<file path="src/rtl/mux_sel_pkg.sv">
// Shared types and constants for the mux select sequencer and its picker.
package mux_sel_pkg;

    localparam int NCH  = 4;
    localparam int SELW = 2;

    typedef enum logic [1:0] {
        ST_IDLE,
        ST_DWELL,
        ST_GAP
    } state_e;

    function automatic logic [NCH-1:0] onehot(input logic [SELW-1:0] sel);
        return NCH'(1) << sel;
    endfunction

endpackage

</file>
<file path="src/rtl/mux_sel_sequencer_rr_pick.sv">
// Combinational rotating-priority picker: searches from ptr+1 around to ptr.
module rr_pick
    import mux_sel_pkg::*;
(
    input  logic [NCH-1:0]  req,
    input  logic [SELW-1:0] ptr,
    output logic [SELW-1:0] pick,
    output logic            any
);

    logic            found;
    logic [SELW-1:0] idx;

    always_comb begin
        pick  = '0;
        found = 1'b0;
        idx   = '0;
        // i = NCH wraps back to ptr itself, so the last grantee is tried last
        for (int i = 1; i <= NCH; i++) begin
            idx = ptr + SELW'(i);
            if (!found && req[idx]) begin
                found = 1'b1;
                pick  = idx;
            end
        end
    end

    assign any = |req;

endmodule

</file>
<file path="src/rtl/mux_sel_sequencer.sv">
// Round-robin select sequencer driving the 4:1 mux select, with fixed dwell,
// capture strobe on the last dwell cycle and a one-cycle guard gap.
module mux_sel_sequencer
    import mux_sel_pkg::*;
#(
    parameter int DWELL = 4
) (
    input  logic            clk,
    input  logic            rst,
    input  logic            en,
    input  logic [NCH-1:0]  req,
    output logic [SELW-1:0] s,
    output logic [NCH-1:0]  grant,
    output logic            valid,
    output logic            sample,
    output logic            busy
);

    localparam int              CNTW     = (DWELL > 1) ? $clog2(DWELL) : 1;
    localparam logic [CNTW-1:0] CNT_LOAD = CNTW'(DWELL - 1);

    state_e          state_q, state_d;
    logic [SELW-1:0] ptr_q, ptr_d;
    logic [CNTW-1:0] cnt_q, cnt_d;
    logic [SELW-1:0] s_q, s_d;
    logic [NCH-1:0]  grant_q, grant_d;
    logic            valid_q, valid_d;
    logic            sample_q, sample_d;
    logic            busy_q, busy_d;

    logic [SELW-1:0] pick;
    logic            pick_any;

    rr_pick u_pick (
        .req  (req),
        .ptr  (ptr_q),
        .pick (pick),
        .any  (pick_any)
    );

    always_comb begin
        state_d  = state_q;
        ptr_d    = ptr_q;
        cnt_d    = cnt_q;
        s_d      = s_q;
        grant_d  = grant_q;
        valid_d  = valid_q;
        sample_d = 1'b0;

        case (state_q)
            ST_IDLE, ST_GAP: begin
                if (en && pick_any) begin
                    state_d  = ST_DWELL;
                    s_d      = pick;
                    ptr_d    = pick;
                    cnt_d    = CNT_LOAD;
                    grant_d  = onehot(pick);
                    valid_d  = 1'b1;
                    sample_d = (CNT_LOAD == '0);
                end else begin
                    state_d = ST_IDLE;
                    grant_d = '0;
                    valid_d = 1'b0;
                end
            end
            ST_DWELL: begin
                // Outputs are registered, so sample is raised one edge ahead
                // of the cycle in which the counter reads zero.
                if (!req[s_q] || (cnt_q == '0)) begin
                    state_d = ST_GAP;
                    grant_d = '0;
                    valid_d = 1'b0;
                end else begin
                    cnt_d    = cnt_q - CNTW'(1);
                    sample_d = (cnt_q == CNTW'(1));
                end
            end
            default: begin
                state_d = ST_IDLE;
                grant_d = '0;
                valid_d = 1'b0;
            end
        endcase

        busy_d = (state_d != ST_IDLE);
    end

    always_ff @(posedge clk) begin
        if (rst) begin
            state_q  <= ST_IDLE;
            ptr_q    <= SELW'(NCH - 1);
            cnt_q    <= '0;
            s_q      <= '0;
            grant_q  <= '0;
            valid_q  <= 1'b0;
            sample_q <= 1'b0;
            busy_q   <= 1'b0;
        end else begin
            state_q  <= state_d;
            ptr_q    <= ptr_d;
            cnt_q    <= cnt_d;
            s_q      <= s_d;
            grant_q  <= grant_d;
            valid_q  <= valid_d;
            sample_q <= sample_d;
            busy_q   <= busy_d;
        end
    end

    assign s      = s_q;
    assign grant  = grant_q;
    assign valid  = valid_q;
    assign sample = sample_q;
    assign busy   = busy_q;

endmodule

</file>
<file path="config.mk">
export PLATFORM = sky130hd
export DESIGN_NAME = mux_sel_sequencer
export DESIGN_NICKNAME = d
export VERILOG_FILES = /design/src/rtl/mux_sel_pkg.sv /design/src/rtl/mux_sel_sequencer_rr_pick.sv /design/src/rtl/mux_sel_sequencer.sv
export SDC_FILE = /design/constraint.sdc
export NUM_CORES = 1
export LEC_CHECK = 0
export ABC_AREA = 1
export CAP_MARGIN = 40
export CORE_MARGIN = 1
export CORE_UTILIZATION = 55
export CTS_CLUSTER_DIAMETER = 150
export DETAILED_ROUTE_END_ITERATION = 16
export PLACE_DENSITY = 0.82
export SLEW_MARGIN = 25
export SYNTH_ARGS = -nofsm -noshare
export SYNTH_HDL_FRONTEND = slang
export SYNTH_HIERARCHICAL = 1
export SYNTH_SLANG_ARGS = --single-unit
</file>
<file path="constraint.sdc">
create_clock -name clk -period 3.2 [get_ports clk]
set_clock_uncertainty 0.2 [all_clocks]
set_input_delay 0.48 -clock clk [delete_from_list [all_inputs] [get_ports clk]]
set_output_delay 0.48 -clock clk [all_outputs]
set_load 0.02 [all_outputs]
</file>
==> results of run 1 <==
path summary, 6_finish.rpt:
kind                    to  startpoint  slack [ns]  cells past startpoint
hold reg to reg   grant[3]    grant[3]        0.30                      2
setup / recovery  grant[2]      req[1]        1.10                     12
hold / removal    grant[3]    grant[3]        0.30                      2
setup reg to reg  grant[2]    ptr_q[0]        1.18                     12
area by class of cell:
cell class	instances	area (µm²)
clock buffers	4	26.3
multi-input cells	96	542
fillers	122	430
inverters	22	90.1
well taps	16	20.0
flip-flops and latches	15	300
repair buffers	15	150
cells by family after synthesis:
family                   after synthesis
AO/OA/AOI/OAI                         16
adder cells (fa/ha/maj)                2
buffers and inverters                 23
flip-flops                            15
AND/OR/NAND/NOR                       78
layer usage:
layer / GRT usage / up-vias
li1: - / 463
met1: 0.275 / 399
met2: 0.412 / 10
met3: 0.0125 / 4
met4: 0.131 / 0
met5: 0 / -
power groups by stage:
| stage | Sequential, mW | Clock (mW) | Combinational (mW) |
|---|---|---|---|
| 2_1_floorplan | 0.236 | 0 | 0.168 |
| 3_3_place_gp | 0.228 | 0 | 0.225 |
| 3_5_place_dp | 0.229 | 0 | 0.233 |
| 4_1_cts | 0.225 | 0.109 | 0.234 |
| 5_1_grt | 0.228 | 0.115 | 0.260 |
| 6_report | 0.225 | 0.106 | 0.232 |
worst max-delay path, stage by stage:
cell and delay, ns:
clkdlybuf4s50_1 0.44, inv_1 0.08, nand2_1 0.07, nand3_1 0.15, nand2_4 0.09, nor2_8 0.12
nand3_1 0.07, nand3_1 0.16, nand2_1 0.12, o21ai_0 0.17, inv_1 0.05, nor2_1 0.09
placed cells by master (no fill, tap or decap), types with 2 or more instances in the layout:
master and instances:
a21oi_1 5, clkbuf_4 3, clkdlybuf4s50_1 15, dfxtp_1 15
ha_1 2, inv_1 18, inv_2 2, nand2_1 31
nand2_2 11, nand2_4 5, nand3_1 11, nand4_1 3
nor2_1 9, o21ai_0 9
flip-flops by register name (all words and copies together) (netlist names):
register and cells:
busy 1, cnt_q 2, ptr_q 2, grant 4
valid 1, sample 1, state_q 2, s 2
through the flow:
step	setup slack (ns)	hold WS, ns	total power, mW	std cells
6_report	1.10	0.297	0.563	168
5_1_grt	0.854	0.333	0.603	168
4_1_cts	1.10	0.298	0.568	168
3_5_place_dp	0.818	0.284	0.462	164
3_3_place_gp	0.833	0.279	0.453	164
2_1_floorplan	1.42	0.251	0.404	134
==> results by group, run 1 <==
STA
  • Fin. max-slew vios: 0
  • Max-slew headroom: 0.725
  • Final Setup Violations: 0
  • Setup TNS Final: 0 ns
  • Final period util: 0.655
  • RSZ-0062 raised after global routing: no
  • Hold Vio Cnt, Final: 0
  • Highest clock rate: 477 MHz
  • Fin crit period: 2.10 ns
  • Slew @ Worst Pin: 0.412 ns

GRT
  • Grt ovf: 0
  • Vias in the first global route: 761
  • Largest net degree at the start of global routing: 11
  • Gr usage total: 0.231
  • Global-route wire length before repair: 3200 µm
  • Antenna violations before repair: 0

Synth
  • Synth top cells by count: nand2_1, inv_1, dfxtp_1, nand2_2, nand3_1
  • Largest family of logic cells by synthesized area: simple AND/OR/NAND/NOR gates
  • Synthesis Warnings: 6
  • Top_reg_cell synth: dfxtp_1
  • Mux share of post-synthesis cell area: 0
  • Avg Synthesized Cell Area: 7.04 µm²
  • Syn Nets: 143
  • Post-synth EDFFs: 0
  • Largest cells by area after synthesis: dfxtp_1, nand2_1, nand2_2
  • Sequential fraction of the synthesis area: 0.318
  • Synth cell types: 25
  • Mapped cell area: 943 µm²
  • Ys async rst share: 0
  • Post-Synth Simple-Gate Area: 0.462
  • Most instantiated library cell after synthesis: nand2_1
  • Synth Area in Compound Gates: 0.0862
  • Mapped Cells: 134
  • Most area-hungry cell type in the Yosys netlist: dfxtp_1
  • Post-synth top area share: 0.318
  • Adder-Cell Fraction of Synth Area: 0.0265
  • XOR/XNOR Fraction of Synth Area: 0
  • Register bit total from synthesis: 15

Worst setup path
  • Worst Path Max Fanout: 4
  • Critical path endpoint category: register
  • Arr. time, crit path: 2.12 ns
  • Kind of critical path: in -> reg
  • CP Launch Type: input pin
  • Worst path required time: 3.22 ns

CTS
  • Worst skew pair latency: 0.28 ns
  • CTS tree: yes
  • Post-CTS sizing: 0
  • CTS Buffer Depth: 2
  • CTS clock-pin slew for the worst setup and hold paths: 0.09 ns
  • Htree depth: 1
  • Post-CTS setup buffer count: 0
  • # hold bufs at CTS: 0
  • CTS Buf Count: 3
  • CTS root buffer: clkbuf_4
  • # clock sinks: 15

Floorplan
  • # IOs: 16
  • Initial core utilization: 0.605
  • Std-Cell Rows: 14
  • Die area: 1880 µm²
  • Core area: 1560 µm²
  • DIE HEIGHT: 43.4 µm
  • Die Span X: 43.4 µm

Final layout
  • Layout area overhead: 19.6%
  • Util after Layout: 0.724
  • Fin nets: 162
  • Layout cell share with drive strength beyond 1: 0.184
  • # diodes: 0
  • Post-route cell area: 1130 µm²

Route
  • Post-Route WL: 1820 µm
  • Post-route DRC: 0
  • Routed len/inst: 10.9 µm
  • Met2 WL: 971 µm
  • Antenna viol nets, final: 0
  • Highest routed layer: met4
  • Metal3 WL: 52 µm
  • Met1 wire length: 756 µm
  • Vias per cell: 5.21
  • Initial DRC Count: 9
  • Vias post-DR: 876
  • Drt first pass iters: 4

Power and ir drop
  • Sequential power share: 0.399
  • P per Cell Area: 499 nW/µm²
  • Sw Ratio: 0.390
  • Combinational fraction of design power: 0.413
  • Net Sw Power: 220 µW
  • Pint: 343 µW
  • Max VDD drop: 0.478 mV
  • Leakage: 0.536 nW
  • Clock group share of total power: 0.188

Run status
  • Status: finished, final reports clean

Placement
  • PortBufs: 15
  • GPL Wtd Cong: 0.788
  • Area after DPL: 1100 µm²
  • DP HPWL: 1450 µm

Hold path
  • HP Class: reg -> reg

Job
  • Count of max-cap constraint violations: 0
No activity file was read; power rests on OpenSTA's default activity.
==> run 2, diff against run 1 <==
CORE_UTILIZATION = 51   (was 55)
PLACE_DENSITY = 0.77   (was 0.82)
clock period = 2.05 ns   (was 3.2 ns; I/O delays follow)
==> run 2 against run 1 <==
  * Power grew 63%
  * Via count up 5.1%
  * Sequential cell count stayed put
  * Final cell count grew 8.9%
  * Worst setup slack got worse by 0.93 ns
  * Global-route usage decreased by 0.46 points
  * Utilization is 3.0 points lower
  * Clock power up 68%
  * Non-clock buffer count is 6 higher
  * Sequential power is 57% higher
  * Sequential share of layout area shrank 1.3 points
  * Largest power group unchanged
  * Highest routed layer unchanged
==> results by group, run 2 (synthesis results as in run 1) <==
Final layout
  • Max reg flops: 4
  • # diodes: 0
  • Commonest non-fill, non-tap cell in the layout: nand2_1
  • Layout area overhead: 27.1%
  • Most frequent cells in the layout: nand2_1, inv_1, dfxtp_1, clkdlybuf4s50_1, nand2_2
  • Layout cell share with drive strength beyond 1: 0.241
  • Fin nets: 168

Run status
  • Status: finished, final reports clean

CTS
  • # clock sinks: 15
  • CTS root buffer: clkbuf_4
  • CTS Buffer Depth: 2
  • CTS clock-pin slew for the worst setup and hold paths: 0.09 ns
  • # hold bufs at CTS: 0
  • CTS tree: yes
  • CTS Buf Count: 3
  • Htree depth: 1
  • Worst skew pair latency: 0.30 ns

Worst setup path
  • Worst path required time: 2.09 ns
  • Crit-path max cell delay: 0.50 ns
  • Family with the most delay on the worst path: simple AND/OR/NAND/NOR gates
  • Critical path endpoint category: register
  • Kind of critical path: in -> reg
  • Arr. time, crit path: 1.91 ns
  • Critical Path, Cell by Cell: clkdlybuf4s50_1, inv_1, nand2_1, nand3_2, nand2_4, nand4_1, nand3_2, nand2_1, or2_0, o21ai_1, inv_1, nor2_1
  • Critical path's slowest cell: clkdlybuf4s50_1
  • CP Launch Type: input pin
  • Buf+Inv Stages, Crit Path: 3
  • Worst Path Max Fanout: 4

Floorplan
  • Die Span X: 45.0 µm
  • Core area: 1730 µm²
  • Initial core utilization: 0.546
  • Die area: 2030 µm²
  • Std-Cell Rows: 15
  • # IOs: 16
  • DIE HEIGHT: 45.0 µm

STA
  • Highest clock rate: 534 MHz
  • Fin crit period: 1.87 ns
  • Fin. max-slew vios: 0
  • Slew @ Worst Pin: 0.265 ns
  • RSZ-0062 raised after global routing: no
  • Max-slew headroom: 0.823
  • Setup TNS Final: 0 ns
  • Hold Vio Cnt, Final: 0
  • Final Setup Violations: 0
  • Final period util: 0.913

GRT
  • GRT Max-Usage Layer: met2
  • Antenna violations before repair: 0
  • Largest net degree at the start of global routing: 11
  • Grt ovf: 0
  • GRT met3 Usage: 0.0280
  • Met2 Use GR: 0.403
  • Gr usage total: 0.226
  • Met1 GRT Util: 0.261
  • Global-route wire length before repair: 3340 µm
  • Vias in the first global route: 803

Power and ir drop
  • Sequential power share: 0.386
  • Pint: 550 µW
  • Clock group share of total power: 0.194
  • Sw Ratio: 0.400
  • Leakage: 0.587 nW
  • Max VDD drop: 0.498 mV
  • Combinational fraction of design power: 0.421
  • Tot Pwr: 916 µW
  • Net Sw Power: 367 µW
  • P per Cell Area: 764 nW/µm²

Placement
  • DP HPWL: 1570 µm
  • GPL Wtd Cong: 0.891
  • PortBufs: 15

Route
  • Routed len/inst: 11.2 µm
  • Vias per cell: 5.03
  • Drt first pass iters: 5
  • Antenna viol nets, final: 0
  • Post-Route WL: 2050 µm
  • Post-route DRC: 0
  • Initial DRC Count: 5
  • Vias post-DR: 921

Hold path
  • HP Class: reg -> reg

Job
  • Count of max-cap constraint violations: 0
-- run 2: changes by cell type in the layout (fill, tap and decap cells not counted), sizes merged --
cell,delta
clkbuf,-1
clkdlybuf4s50,-2
clkinv,+1
buf,+6
dlymetal6s2s,+2
-- run 2: path summary, 6_finish.rpt --
kind / slack (ns) / endpoint / depth (start not counted) / from
setup / recovery: 0.18 / grant[0] / 12 / req[1]
hold / removal: 0.31 / grant[3] / 2 / grant[3]
setup reg to reg: 0.18 / grant[0] / 13 / ptr_q[0]
hold reg to reg: 0.31 / grant[3] / 2 / grant[3]
-- run 2: metrics by stage --
stage	setup slack, ns	utilization	cell area, µm²	instances	hold WS (ns)
floorplan	0.311	-	943	134	0.177
global placement	-0.121	0.671	1160	179	0.273
detailed placement	-0.196	0.671	1160	179	0.298
CTS	0.0673	0.687	1190	183	0.311
global route	0.00498	0.694	1200	183	0.343
finish	0.178	0.694	1200	183	0.309
-- run 2: layout make-up --
class | count | area [µm²]
Clock buffer | 3 | 22.5
Clock inverter | 1 | 5.00
Fill cell | 162 | 528
Inverter | 22 | 90.1
Multi-Input combinational cell | 96 | 547
Sequential cell | 15 | 303
Tap cell | 25 | 31.3
Timing Repair Buffer | 21 | 200
-- run 2: power by group through the flow --
| stage | Combinational [mW] | Clock [mW] | Sequential, mW |
|---|---|---|---|
| CTS | 0.385 | 0.177 | 0.352 |
| global placement | 0.371 | 0 | 0.356 |
| floorplan | 0.262 | 0 | 0.369 |
| detailed placement | 0.383 | 0 | 0.358 |
| global route | 0.423 | 0.192 | 0.359 |
| finish | 0.385 | 0.178 | 0.353 |
-- run 2: worst register-to-register path: stages (launching register included) --
cell and delay [ns]:
dfxtp_2 0.45, inv_6 0.07, nand2_2 0.06, nand2_2 0.07, nand2_2 0.09, nand2_4 0.08, nor2_8 0.13, nand2_2 0.06
nand3_2 0.06, nand2_1 0.08, or2_0 0.23, o21ai_1 0.11, inv_1 0.05, nor2_1 0.08
-- run 2: per-layer routing --
metal	vias up	wire [µm]
met5	-	0
met4	0	40
met3	5	86
met2	22	1030
met1	422	890
li1	472	-
-- run 2: repair_timing --
item,4_1_cts,5_1_grt
setup endpoints to repair,0,3
gates resized for setup,0,5
setup buffers,0,0
